## config.mk

```make
export PLATFORM = sky130hd
export DESIGN_NAME = pipo_rr_ctrl
export DESIGN_NICKNAME = d
export VERILOG_FILES = /design/src/rtl/pipo_ctrl_pkg.sv /design/src/rtl/rr_pick.sv /design/src/rtl/pipo_rr_ctrl.sv
export SDC_FILE = /design/constraint.sdc
export NUM_CORES = 1
export LEC_CHECK = 0
export BUFFER_PORTS_ARGS = -buffer_cell sky130_fd_sc_hd__buf_2
export CAP_MARGIN = 20
export CORE_ASPECT_RATIO = 1.75
export CORE_MARGIN = 3
export CORE_UTILIZATION = 45
export CTS_BUF_LIST = sky130_fd_sc_hd__clkbuf_8
export DETAILED_ROUTE_END_ITERATION = 8
export PLACE_DENSITY = 0.75
export SYNTH_ARGS = -nofsm -noshare
export SYNTH_HDL_FRONTEND = slang
export SYNTH_SLANG_ARGS = --single-unit
```

## constraint.sdc

```tcl
create_clock -name clk -period 6.41 [get_ports clk]
set_input_delay 0.3205 -clock clk [delete_from_list [all_inputs] [get_ports clk]]
set_output_delay 0.3205 -clock clk [all_outputs]
set_load 0.05 [all_outputs]
```

## src/rtl/pipo_ctrl_pkg.sv

```systemverilog
// rtl/pipo_ctrl_pkg.sv - shared types and helpers for the pipo round-robin controller
package pipo_ctrl_pkg;

    localparam int MAX_REQ = 16;

    typedef enum logic [1:0] {
        ST_IDLE = 2'd0,
        ST_LOAD = 2'd1,
        ST_HOLD = 2'd2
    } state_e;

    // One-hot vector with bit idx set; callers cast down to their own width.
    function automatic logic [MAX_REQ-1:0] onehot(input int unsigned idx);
        onehot = MAX_REQ'(1) << idx;
    endfunction

endpackage

```

## src/rtl/rr_pick.sv

```systemverilog
// rtl/rr_pick.sv - combinational round-robin priority selector
module rr_pick #(
    parameter int N = 4,
    localparam int PW = $clog2(N)
) (
    input  logic [N-1:0]  req,
    input  logic [PW-1:0] ptr,
    output logic          valid,
    output logic [PW-1:0] idx
);

    // Scan ptr, ptr+1, ... with an explicit wrap so non-power-of-two N never aliases.
    always_comb begin
        int cand;
        valid = 1'b0;
        idx   = '0;
        cand  = 0;
        for (int k = 0; k < N; k++) begin
            cand = int'(ptr) + k;
            if (cand >= N) begin
                cand = cand - N;
            end
            if (!valid && req[cand[PW-1:0]]) begin
                valid = 1'b1;
                idx   = cand[PW-1:0];
            end
        end
    end

endmodule

```

## src/rtl/pipo_rr_ctrl.sv

```systemverilog
// rtl/pipo_rr_ctrl.sv - round-robin owner of a shared pipo register's load port
module pipo_rr_ctrl
    import pipo_ctrl_pkg::*;
#(
    parameter int N_REQ    = 4,
    parameter int DW       = 4,
    parameter int HOLD_CYC = 2
) (
    input  logic                     clk,
    input  logic                     rst,
    input  logic [N_REQ-1:0]         req,
    input  logic [N_REQ*DW-1:0]      req_data,
    output logic [N_REQ-1:0]         gnt,
    output logic [N_REQ-1:0]         ack,
    output logic                     pipo_enb,
    output logic [DW-1:0]            pipo_data,
    output logic [$clog2(N_REQ)-1:0] owner,
    output logic                     busy
);

    localparam int PW = $clog2(N_REQ);
    localparam logic [7:0] HOLD_LAST = 8'(HOLD_CYC);

    state_e          state_q;
    logic [N_REQ-1:0] gnt_q;
    logic [N_REQ-1:0] ack_q;
    logic            enb_q;
    logic [DW-1:0]   data_q;
    logic [PW-1:0]   owner_q;
    logic            busy_q;
    logic [7:0]      cnt_q;
    logic [PW-1:0]   ptr_q;

    logic            pick_valid;
    logic [PW-1:0]   pick_idx;
    logic [PW-1:0]   ptr_d;
    logic [N_REQ-1:0] gnt_d;
    logic [DW-1:0]   data_d;

    rr_pick #(.N(N_REQ)) u_pick (
        .req   (req),
        .ptr   (ptr_q),
        .valid (pick_valid),
        .idx   (pick_idx)
    );

    assign gnt_d  = N_REQ'(onehot(int'(pick_idx)));
    assign data_d = req_data[pick_idx*DW +: DW];
    assign ptr_d  = (pick_idx == PW'(N_REQ - 1)) ? '0 : pick_idx + 1'b1;

    // Grant/load/hold sequencer; every output is a register so the pipo sees clean strobes.
    always_ff @(posedge clk) begin
        if (rst) begin
            state_q <= ST_IDLE;
            gnt_q   <= '0;
            ack_q   <= '0;
            enb_q   <= 1'b0;
            data_q  <= '0;
            owner_q <= '0;
            busy_q  <= 1'b0;
            cnt_q   <= '0;
            ptr_q   <= '0;
        end else begin
            case (state_q)
                ST_IDLE: begin
                    if (pick_valid) begin
                        state_q <= ST_LOAD;
                        owner_q <= pick_idx;
                        gnt_q   <= gnt_d;
                        ack_q   <= gnt_d;
                        enb_q   <= 1'b1;
                        busy_q  <= 1'b1;
                        data_q  <= data_d;
                        ptr_q   <= ptr_d;
                    end
                end
                ST_LOAD: begin
                    ack_q <= '0;
                    enb_q <= 1'b0;
                    if (HOLD_CYC > 0) begin
                        state_q <= ST_HOLD;
                        cnt_q   <= 8'd1;
                    end else begin
                        state_q <= ST_IDLE;
                        gnt_q   <= '0;
                        busy_q  <= 1'b0;
                    end
                end
                ST_HOLD: begin
                    if (cnt_q == HOLD_LAST) begin
                        state_q <= ST_IDLE;
                        gnt_q   <= '0;
                        busy_q  <= 1'b0;
                        cnt_q   <= '0;
                    end else begin
                        cnt_q <= cnt_q + 8'd1;
                    end
                end
                default: begin
                    state_q <= ST_IDLE;
                    gnt_q   <= '0;
                    ack_q   <= '0;
                    enb_q   <= 1'b0;
                    busy_q  <= 1'b0;
                    cnt_q   <= '0;
                end
            endcase
        end
    end

    assign gnt       = gnt_q;
    assign ack       = ack_q;
    assign pipo_enb  = enb_q;
    assign pipo_data = data_q;
    assign owner     = owner_q;
    assign busy      = busy_q;

endmodule

```

==> flow_summary.yaml, run 1 <==
placed_design:
  place_hpwl_mm: 2.50
  routability_congestion: 0.799
  placement.io_buffers: 37
critical_path:
  critical_path.cell_chain: "ha_1 > or4b_4 > o41ai_1 > nand3b_1 > nand2_1 > a21oi_1"
  critPathLaunchType: "flop"
  worstPathArrival_ns: 2.45
  top_cell_family_by_delay_on_the_critical_path: "simple AND/OR/NAND/NOR gates"
  crit_path_top_delay_cell: "o41ai_1"
  required_ns: 6.57
  worst_path_largest_cell_delay_ns: 0.66
  criticalPathCategory: "reg2reg"
  path_buf_inv: 0
  highest_net_fanout_along_the_worst_path: 5
  setup.worst_path.end_class: "flop"
yosys:
  seq_total_area_yosys_pct: 36.8
  post_synth_main_area_contributors: "dfxtp_1 (37%), a21oi_1 (6.6%), ha_1 (4.9%)"
  count_of_flip_flops_with_a_built_in_enable_after_synthesis: 0
  synthesized_netlist_cell_count: 180
  cell_type_with_the_highest_aggregate_area_in_the_netlist: "dfxtp_1"
  synth-seq-cells: 28
  post_synth_num_cell_types: 39
  ys_async_sr_fraction_pct: 0
  netlist_area_um2: 1530
  synthesis.yosys.warnings: 0
  synthFlopType: "dfxtp_1"
  syn_avg_cell_area_um2: 8.47
  synthDominantCellAreaShare_pct: 36.8
  syn_nets: 208
cells_and_area:
  fill_cells: 309
  layout_commonest_cell: "buf_2"
  post_route_cells_drive_above_1_share_pct: 24.8
  num-nets-final: 239
  mostFrequentLayoutCells: "buf_2 (37), dfxtp_1 (28), a21oi_1 (20)"
  antenna_cells_inserted: 0
  fin_util_pct: 55.3
  area_delta_synth_final_pct: 16.3
cts:
  cts-buffers-inserted: 3
  cts_hold_buf: 0
  post_cts_resized: 0
  cts_tree: "done"
  cts.root.buffer_cell: "clkbuf_8"
  postCtsSetupRepairBufs: 0
  clock_pin_slew_worst_setup_and_hold_paths_ns: 0.10
  insertion_delay_ns: 0.28
  max_root_sink_buffers: 2
  cts-htree-levels: 1
  cts_sinks: 28
routing:
  vias: 1392
  drt-initial-drc-count: 23
  wl_per_cell_um: 12.9
  postRouteAntennaNets: 0
  route.detailed.vias_per_inst: 5.50
  post-route-drc-count: 0
  wirelength_mm: 3.28
  detail_route.first_pass.iterations: 4
global_routing:
  globalRoute.totalOverflow: 0
  grt_usage_pct: 17.2
  antenna_found_initial: 0
  grt_pass1_wl_mm: 5.80
  grt_start_max_net_pins: 29
  via_count_of_the_first_global_routing_pass: 1332
die:
  dieArea_um2: 4150
  floorplan.core_area_um2: 3210
  rows: 27
  die_x_um: 50.0
  ios: 38
  floorplan.initialDensity_pct: 47.5
  fp.dieH_um: 83.0
sta:
  timing_worst_slew_pin_value_ns: 0.781
  finalCritPeriodShare_pct: 35.8
  max_freq_mhz: 436
  report.final.slew_viol_count: 0
  timing.final.setup_violations: 0
  rsz_0062_raised_after_global_routing: "false"
  slew_headroom_pct: 47.2
  period_minus_slack_ns: 2.30
  setup_total_negative_slack_ns: 0
  fin_worst_skew_ns: 0.00820
  finalHoldViolations: 0
worst_hold_path:
  hold_path.class: "in2reg"
power:
  power_leakage_nw: 0.755
  worst_ir_drop_vdd_v: 0.000169
  power_density_nw_per_um2: 306
status:
  run_status: "completed"
flow_run:
  maxCapViolCount: 0
==> cell type report <==
class                   count  area [um2]  area share (%)
clock buffers               4        55.1            3.10
repair buffers             37         185            10.4
well taps                  43        53.8            3.03
flip-flops and latches     28         561            31.6
inverters                   6        22.5            1.27
multi-input cells         135         897            50.6
==> synthesized netlist by cell type (2+ instances only) <==
library cell / count
nand2b_1: 2
mux2i_1: 5
xor2_1: 3
xnor2_1: 2
or2_2: 2
a21bo_2: 4
ha_1: 6
dfxtp_1: 28
nor3_1: 4
o221ai_1: 4
o21ai_0: 2
or4_1: 3
inv_1: 6
or4b_1: 2
nand3b_1: 6
or3_1: 3
nand2_1: 18
nor2_1: 16
nor2b_1: 3
clkbuf_1: 9
nand4_1: 6
a21oi_1: 20
o31ai_1: 4
nand3_1: 6
a32oi_1: 2
==> registers in the layout (all words and copies together), names as in the netlist <==
| register | flops |
|---|---|
| ack | 4 |
| busy | 1 |
| cnt_q | 8 |
| gnt | 4 |
| owner | 2 |
| pipo_data | 4 |
| pipo_enb | 1 |
| ptr_q | 2 |
| state_q | 2 |
==> metrics by stage <==
step	setup slack, ns	cell area (um2)	std cells	hold slack [ns]	power, mW
finish	4.11	1770	253	0.365	0.542
global route	3.86	1770	253	0.393	0.576
CTS	4.17	1770	253	0.363	0.545
detailed placement	4.18	1720	249	0.443	0.437
global placement	4.23	1720	249	0.443	0.435
floorplan	4.32	1530	180	0.453	0.392
==> logic make-up (layout without fill, tap and decap cells) <==
group	after synthesis	after routing	share of synthesized area, %
flops	28	28	36.8
buf+inv	17	47	4.43
simple gates	77	77	28.2
fa+ha+maj	6	6	4.92
mux	5	5	3.28
compound gates	42	42	19.5
xor+xnor	5	5	2.87
==> layer usage <==
metal  global-route usage [%]  share of wire [%]  vias to the layer above
met1                     19.1                 40                      646
met5                        0                  0                        -
met2                     31.2                 55                       27
li1                         -                  -                      714
met4                     7.56                1.6                        0
met3                     2.33                3.8                        5
==> worst reg2reg max path, stage by stage (launching register included) <==
cell      delay, ns
dfxtp_1        0.41
ha_1           0.16
or4b_4         0.46
o41ai_1        0.66
nand3b_1       0.29
nand2_1        0.14
a21oi_1        0.06
==> path summary, 6_finish.rpt <==
check            endpoint        start  cells past startpoint  slack (ns)
min          pipo_data[3]  req_data[7]                      3        0.37
min reg2reg        ack[1]       ack[1]                      2        0.45
max reg2reg        gnt[0]     cnt_q[1]                      6        4.11
max                gnt[0]     cnt_q[1]                      6        4.11
==> report_power, final <==
| group | internal (mW) | switching, mW |
|---|---|---|
| registers | 0.197 | 0.0145 |
| clock network | 0.0550 | 0.0538 |
| logic | 0.0718 | 0.150 |
| total | 0.324 | 0.218 |
No activity file was read; power rests on OpenSTA's default activity.
==> run 2, diff against run 1 <==
==> constraint.sdc (replaced) <==
create_clock -name clk -period 2.37 [get_ports clk]
set_input_delay 0.1185 -clock clk [delete_from_list [all_inputs] [get_ports clk]]
set_output_delay 0.1185 -clock clk [all_outputs]
set_load 0.05 [all_outputs]
==> run 2 against run 1 <==
- first-iteration DRC count increased by 30%
- sequential share of layout area decreased by 0.50 points
- fmax increased by 1.5%
- sequential power increased to 2.7 times the previous value
- via count increased by 2.6%
- count of clock-buffer cells in the layout unchanged
- register-to-register slack got worse by 4.0 ns
- cell count increased by 1.6%
==> flow_summary.yaml, run 2 (synthesis results as in run 1) <==
status:
  run_status: "completed"
sta:
  max_freq_mhz: 442
  period_minus_slack_ns: 2.26
  slew_headroom_pct: 67.9
  setup_total_negative_slack_ns: 0
  timing_worst_slew_pin_value_ns: 0.475
  finalHoldViolations: 0
  fin_worst_skew_ns: 0.00942
  timing.final.setup_violations: 0
  finalCritPeriodShare_pct: 95.4
  finalWorstSetupSlack_ns: 0.108
  report.final.slew_viol_count: 0
routing:
  dr.max_layer_used: "met4"
  dr_wl_met2_mm: 1.80
  vias: 1428
  route.detailed.vias_per_inst: 5.56
  drt-initial-drc-count: 30
  wl_per_cell_um: 13.3
  post-route-drc-count: 0
  met3_wirelength_um: 135
  wirelength_mm: 3.42
  met1_length_mm: 1.33
  postRouteAntennaNets: 0
  detail_route.first_pass.iterations: 4
cells_and_area:
  mostFrequentLayoutCells: "buf_2 (37), dfxtp_1 (26), a21oi_1 (19)"
  register_with_the_most_flip_flops: "cnt_q"
  antenna_cells_inserted: 0
  final_cells: 257
  area_delta_synth_final_pct: 18.7
  max_reg_flops: 8
  layout_commonest_cell: "buf_2"
  fin_util_pct: 56.4
  num-nets-final: 243
  fill_cells: 318
  post_route_cells_drive_above_1_share_pct: 27.6
global_routing:
  grt_usage_pct: 17.2
  globalRoute.totalOverflow: 0
  grt_pass1_wl_mm: 5.84
  grt_start_max_net_pins: 29
  antenna_found_initial: 0
  via_count_of_the_first_global_routing_pass: 1373
critical_path:
  worstPathArrival_ns: 2.46
  criticalPathCategory: "reg2reg"
  setup.worst_path.end_class: "flop"
  worst_reg_to_reg_path_cell_count: 7
  worst-r2r-setup-slack_ns: 0.11
  crit-reg2reg-launch: "cnt_q[0]"
  r2r-end: "gnt[0]"
  critPathLaunchType: "flop"
  required_ns: 2.57
  highest_net_fanout_along_the_worst_path: 6
power:
  power_leakage_nw: 0.774
  power_density_nw_per_um2: 820
  total_power_mw: 1.48
  worst_ir_drop_vdd_v: 0.000468
placed_design:
  placed_cells_incl_taps: 253
  place_hpwl_mm: 2.68
  placement.io_buffers: 37
  pre_cts_ws_ns: 0.119
  routability_congestion: 0.837
flow_run:
  maxCapViolCount: 0
die:
  floorplan.core_area_um2: 3210
  fp.dieH_um: 83.0
  rows: 27
  floorplan.initialDensity_pct: 47.5
  ios: 38
  die_x_um: 50.0
  dieArea_um2: 4150
worst_hold_path:
  hold-path-cell-count: 3
  hold-path-endpoint: "pipo_data[1]"
  hold_path.class: "in2reg"
  worst_hold_startpoint: "req_data[5]"
cts:
  max_root_sink_buffers: 2
  cts.root.buffer_cell: "clkbuf_8"
  cts_tree: "done"
  insertion_delay_ns: 0.27
  cts-buffers-inserted: 3
  postCtsSetupRepairBufs: 0
  clock_pin_slew_worst_setup_and_hold_paths_ns: 0.09
  cts_sinks: 28
  cts-htree-levels: 1
run 2: metal layers:
layer / vias up / track usage (%)
met5: - / 0
met4: 0 / 11.3
met3: 13 / 1.97
met2: 37 / 29.0
met1: 657 / 19.6
li1: 721 / -
run 2: worst max-delay path by stage:
stage              from  endpoint  slack, ns  depth (start not counted)
2_1_floorplan  cnt_q[0]    gnt[0]       0.28                          7
3_3_place_gp   cnt_q[1]    gnt[1]       0.22                          6
3_5_place_dp   cnt_q[1]    gnt[0]       0.12                          6
4_1_cts        cnt_q[1]    gnt[0]       0.09                          6
5_1_grt        cnt_q[0]    gnt[0]     -0.007                          7
6_report       cnt_q[0]    gnt[0]       0.11                          7
run 2: final cells by class:
cell class              instances  area, um2  share of cell area, %
multi-input cells             135        901                   49.8
flip-flops and latches         28        563                   31.1
repair buffers                 41        215                   11.9
clock buffers                   4       55.1                   3.04
well taps                      43       53.8                   2.97
inverters                       6       22.5                   1.24
run 2: repair_timing:
item	4_1_cts	5_1_grt
endpoints found under the setup margin	0	2
hold buffers	0	0
gates resized for setup	0	3
endpoints found under the hold margin	0	0
run 2: power breakdown:
part / internal (mW) / total [mW] / switching, mW
registers: 0.534 / 0.576 / 0.0418
logic: 0.212 / 0.622 / 0.410
clock network: 0.148 / 0.286 / 0.138
total: 0.894 / 1.48 / 0.590
run 2: through the flow:
step	cell area (um2)	hold WS (ns)
final	1810	0.173
after global routing	1810	0.205
after CTS	1800	0.172
after detailed placement	1750	0.443
after global placement	1750	0.443
after floorplan	1530	0.336
run 2: worst max-delay path, stage by stage (launching register included):
cell,delay [ns]
dfxtp_2,0.36
inv_1,0.06
ha_1,0.15
or4b_4,0.48
o41a_4,0.42
nor2_8,0.11
or4b_1,0.46
a21oi_2,0.16
